`src/rtl/jgn2.sv`:
```
// One-step CORDIC micro-rotation (circular or linear) with a single registered output stage.
// The shifted cross terms are added or subtracted and wrap modulo 2^16.
module jgn2 (
   input  logic               clk,
   input  logic               rst_n,
   input  logic               in_valid,
   input  logic               c2,
   input  logic               c1,
   input  logic               c0,
   input  logic signed [15:0] X,
   input  logic signed [15:0] Y,
   input  logic        [3:0]  j,
   output logic signed [15:0] Xnew,
   output logic signed [15:0] Ynew,
   output logic               out_valid
);

   localparam int DATA_W = 16;

   logic signed [DATA_W-1:0] w_xs;
   logic signed [DATA_W-1:0] w_ys;
   logic signed [DATA_W-1:0] w_xnext;
   logic signed [DATA_W-1:0] w_ynext;

   logic signed [DATA_W-1:0] r_xnew_p0;
   logic signed [DATA_W-1:0] r_ynew_p0;
   logic                     r_vld_p0;

   assign w_xs = X >>> j;
   assign w_ys = Y >>> j;

   // d = +1 when c0 is set; linear mode leaves X untouched
   always_comb begin
      w_xnext = X;
      w_ynext = Y;
      if (c1) begin
         if (c2) begin
            w_xnext = c0 ? (X - w_ys) : (X + w_ys);
         end
         w_ynext = c0 ? (Y + w_xs) : (Y - w_xs);
      end
   end

   // stage p0: output register, loaded only on a valid input
   always_ff @(posedge clk or negedge rst_n) begin
      if (!rst_n) begin
         r_xnew_p0 <= '0;
         r_ynew_p0 <= '0;
         r_vld_p0  <= 1'b0;
      end else begin
         r_vld_p0 <= in_valid;
         if (in_valid) begin
            r_xnew_p0 <= w_xnext;
            r_ynew_p0 <= w_ynext;
         end
      end
   end

   assign Xnew      = r_xnew_p0;
   assign Ynew      = r_ynew_p0;
   assign out_valid = r_vld_p0;

endmodule

```
`config.mk`:
```
export PLATFORM = sky130hd
export DESIGN_NAME = jgn2
export DESIGN_NICKNAME = d
export VERILOG_FILES = /design/src/rtl/jgn2.sv
export SDC_FILE = /design/constraint.sdc
export NUM_CORES = 1
export LEC_CHECK = 0
export ABC_AREA = 1
export BUFFER_PORTS_ARGS = -buffer_cell sky130_fd_sc_hd__buf_2
export CAP_MARGIN = 25
export CELL_PAD_IN_SITES_DETAIL_PLACEMENT = 0
export CELL_PAD_IN_SITES_GLOBAL_PLACEMENT = 2
export CORE_UTILIZATION = 31
export CTS_CLUSTER_DIAMETER = 120
export CTS_CLUSTER_SIZE = 25
export DETAILED_ROUTE_END_ITERATION = 8
export PLACE_DENSITY = 0.85
export SLEW_MARGIN = 15
export SYNTH_ARGS = -nofsm -noshare
export SYNTH_HDL_FRONTEND = slang
export SYNTH_SLANG_ARGS = --single-unit
```
`constraint.sdc`:
```
create_clock -name clk -period 1.05 [get_ports clk]
set_clock_uncertainty 0.2 [all_clocks]
set_input_delay 0.0525 -clock clk [delete_from_list [all_inputs] [get_ports clk]]
set_output_delay 0.0525 -clock clk [all_outputs]
set_load 0.01 [all_outputs]
```
==> impl_metrics.ini <==
[status]
run_status = finished, violations left
failing_checks = negative hold slack, negative setup slack

[critical_path]
cp_data_required_time_ns = 1.02
worstPathMaxFanout = 5
worst_r2r_startpoint = Xnew[13]
ff2ff_path_depth = 3
crit_arrival_ns = 3.19
worstSetupEndpoint = Ynew[13]
reg2reg_to = Xnew[13]
critPathKind = primary input to flop
end_kind = flop
worstPathBufferInverterCount = 6
start_kind = primary input
cp.depth = 26
critical_path.top_delay_family = compound AO/OA/AOI/OAI gates
reg2reg_slack_ns = 0.09
master_of_the_slowest_instance_on_the_critical_path = sky130_fd_sc_hd__ha_4
worst_setup_path_startpoint = j[1]
timing.critical_path.slowest_cell_delay_ns = 0.31

[global_route]
grt_util_met3_pct = 1.73
global_route.overflow_total = 0
grt_most_used_layer = met2
gr-usage-all-layers_pct = 24.9
first_pass_grt_wire_length_mm = 31.8
grt_antenna_before_repair = 0
grt_pass1_vias = 6201
gr-usage-met1_pct = 35.5
grt.met2_usage_pct = 41.3
largest_net_degree_at_the_start_of_global_routing = 34

[placed_design]
gp_routability_congestion = 0.867
hpwl_mm = 14.8
post-place-cells = 1247
placed_standard_cell_area_um2 = 7150
port-buffer-count = 74

[timing]
timing.hold.ws_ns = -0.0183
rsz0062_at_grt = true
timing.final.ws_setup_ns = -2.17
timing_hold_violations_final = 1
finalCritPeriodShare_pct = 306
max_freq_mhz = 311
final.min_clock_period_ns = 3.22
timing_max_transition_violations_final = 0
timing_worst_slew_pin_value_ns = 0.377
timing.max_slew.rel_slack_pct = 74.8
setup_viol = 47

[finish]
drive_above_1_share_pct = 46.1
finish.net_count = 1198
finish.cell_count_without_fillers = 1310
final_cell_area_um2 = 8760
antenna-diode-count = 0
syn_to_final_growth_pct = 81.1

[die]
start_util_pct = 31.8
die_width_um = 127
floorplan.rows = 45
fp.dieH_um = 127
num_io_pins = 75
dieArea_um2 = 16100
core_region_area_um2 = 15200

[cts]
clock_sink_count = 33
clock_latency_ns = 0.28
tritoncts = yes
cts.root.buffer_cell = sky130_fd_sc_hd__clkbuf_16
cts-buffers-inserted = 5
max-clock-path-buffers = 2
cts_htree_levels = 2
worst_setup_hold_path_clk_slew_ns = 0.06

[logic_synthesis]
ys_async_sr_fraction_pct = 100
post-synth-top-area-cell = sky130_fd_sc_hd__nand2_1
ys_ff_latch = 33
ys.warnings.count = 0
syn-instance-count = 816
syn_nets = 893
synth_area_per_cell_um2 = 5.93
ys.flop_type = sky130_fd_sc_hd__dfrtp_1
synth_edf_count = 0
yosys.area.top_type_share_pct = 21.6
dominant_cells_by_area_after_synthesis = sky130_fd_sc_hd__nand2_1, sky130_fd_sc_hd__dfrtp_1, sky130_fd_sc_hd__nand3_1
post_synth_num_cell_types = 37
ys_seq_area_share_pct = 17.1
post_synth_instance_area_um2 = 4840

[power_and_ir_drop]
ir_worst_vdd_mv = 0.528
pwr-share-clk_pct = 16.5
share_seq_of_total_power_pct = 16.0
power.switching_w = 0.00409
switching_share_pct = 41.4
power_per_cell_area_nw_per_um2 = 1130
combinational_cell_fraction_of_total_power_pct = 67.5
leakage_nw = 4.47
design_power_total_w = 0.00988
p_int_w = 0.00579

[detailed_routing]
drt_wl_total_mm = 20.0
detail_route.iter0.violations = 426
detail_route.first_pass.iterations = 5
num_vias = 6532
remaining_drc_errors = 0
routed_wire_length_per_instance_um = 15.3
viasPerCell = 4.99
post_drt_antenna_nets = 0

[flow_run]
maxCapViolations = 0

[worst_hold_path]
worstHoldPathType = primary input to flop
hold_depth = 4
## Yosys cell counts, types with 3 or more instances
cell type and count:
sky130_fd_sc_hd__nor3_1 7, sky130_fd_sc_hd__inv_2 3, sky130_fd_sc_hd__a21oi_1 60, sky130_fd_sc_hd__inv_1 53, sky130_fd_sc_hd__o21ai_1 3, sky130_fd_sc_hd__nand4_1 4, sky130_fd_sc_hd__o21bai_1 3, sky130_fd_sc_hd__buf_1 4
sky130_fd_sc_hd__o21ai_0 34, sky130_fd_sc_hd__buf_2 9, sky130_fd_sc_hd__nand3_1 137, sky130_fd_sc_hd__nor2_1 45, sky130_fd_sc_hd__xor2_1 24, sky130_fd_sc_hd__dfrtp_1 33, sky130_fd_sc_hd__nand2_1 278, sky130_fd_sc_hd__clkbuf_1 20
sky130_fd_sc_hd__o211ai_1 16, sky130_fd_sc_hd__ha_1 33, sky130_fd_sc_hd__xnor2_1 18, sky130_fd_sc_hd__o31ai_1 3
## worst register-to-register path: cells and delay by family (launching register included)
kind	cells	cell delay [ns]
AO/OA/AOI/OAI	1	0.04
buffers and inverters	1	0.14
flip-flops	1	0.39
AND/OR/NAND/NOR	1	0.08
## power by group through the flow
stage                     sequential (W)  clock [W]  combinational (W)
after floorplan                  0.00170          0            0.00274
after global placement           0.00160          0            0.00510
after detailed placement         0.00161          0            0.00515
after CTS                        0.00158    0.00166            0.00615
after global routing             0.00161    0.00170            0.00726
final                            0.00158    0.00163            0.00667
## cell usage in the layout (no fill, tap or decap), types with 5 or more instances in the layout
cell type	count
sky130_fd_sc_hd__ha_1	21
sky130_fd_sc_hd__nand3_4	5
sky130_fd_sc_hd__buf_12	16
sky130_fd_sc_hd__xor2_1	20
sky130_fd_sc_hd__ha_4	12
sky130_fd_sc_hd__inv_1	44
sky130_fd_sc_hd__buf_6	14
sky130_fd_sc_hd__a21oi_1	36
sky130_fd_sc_hd__xnor2_1	16
sky130_fd_sc_hd__buf_4	222
sky130_fd_sc_hd__nand3_2	36
sky130_fd_sc_hd__nor2_1	36
sky130_fd_sc_hd__buf_2	72
sky130_fd_sc_hd__o21ai_2	8
sky130_fd_sc_hd__nand3_1	98
sky130_fd_sc_hd__dlygate4sd3_1	6
sky130_fd_sc_hd__nand2_4	15
sky130_fd_sc_hd__a21oi_2	20
sky130_fd_sc_hd__nor2_4	6
sky130_fd_sc_hd__o211ai_1	16
sky130_fd_sc_hd__dfrtp_1	33
sky130_fd_sc_hd__clkbuf_16	5
sky130_fd_sc_hd__nand2_1	235
sky130_fd_sc_hd__inv_2	8
sky130_fd_sc_hd__o21ai_1	16
sky130_fd_sc_hd__nand2_2	30
sky130_fd_sc_hd__o21ai_0	11
## sequential cells by signal (all words and copies together) (netlist names)
signal / count
Xnew: 16
Ynew: 16
out_valid: 1
## per-stage QoR
stage / hold slack (ns) / setup slack, ns / setup TNS (ns) / utilization (%)
2_1_floorplan: -0.443 / -2.05 / -48.33 / -
3_3_place_gp: -0.169 / -2.64 / -66.96 / 47.0
3_5_place_dp: -0.169 / -2.64 / -67.97 / 47.0
4_1_cts: -0.0122 / -2.23 / -52.84 / 55.1
5_1_grt: 0.00832 / -2.38 / -61.69 / 57.6
6_report: -0.0183 / -2.17 / -55.06 / 57.6
## layout make-up
type	instances	area, um^2
flip-flops and latches	33	826
clock inverters	1	5.00
well taps	188	235
inverters	58	243
multi-input cells	688	4600
fillers	1458	6440
repair buffers	335	2700
clock buffers	7	153
## repair_timing
item / in CTS / in global routing
hold endpoints to repair: 40 / 0
hold buffers: 6 / 0
pin swaps: 91 / 58
gates cloned: 4 / 0
endpoints found under the setup margin: 55 / 64
resized for setup: 159 / 56
setup buffers: 34 / 17
## kinds of logic after synthesis
group / Yosys count / share of synthesized area (%)
buf+inv: 95 / 8.07
xor+xnor: 42 / 7.61
flops: 33 / 17.1
fa+ha+maj: 35 / 9.37
compound gates: 132 / 16.2
simple gates: 479 / 41.7
## worst min path at each step
stage / start / endpoint / slack [ns]
2_1_floorplan: rst_n / Xnew[0] / -0.44
3_3_place_gp: rst_n / Xnew[5] / -0.17
3_5_place_dp: rst_n / Xnew[5] / -0.17
4_1_cts: X[5] / Xnew[5] / -0.01
5_1_grt: X[5] / Xnew[5] / 0.008
6_report: X[5] / Xnew[5] / -0.02
## layer usage
metal / vias up / part of all wire (%) / wire (um)
met3: 10 / 4.2 / 836
met1: 3038 / 48 / 9700
met4: 0 / 0.91 / 181
met2: 134 / 46 / 9280
met5: - / 0 / 0
li1: 3350 / - / -
Note: power is estimated with default switching activity, not from simulation.
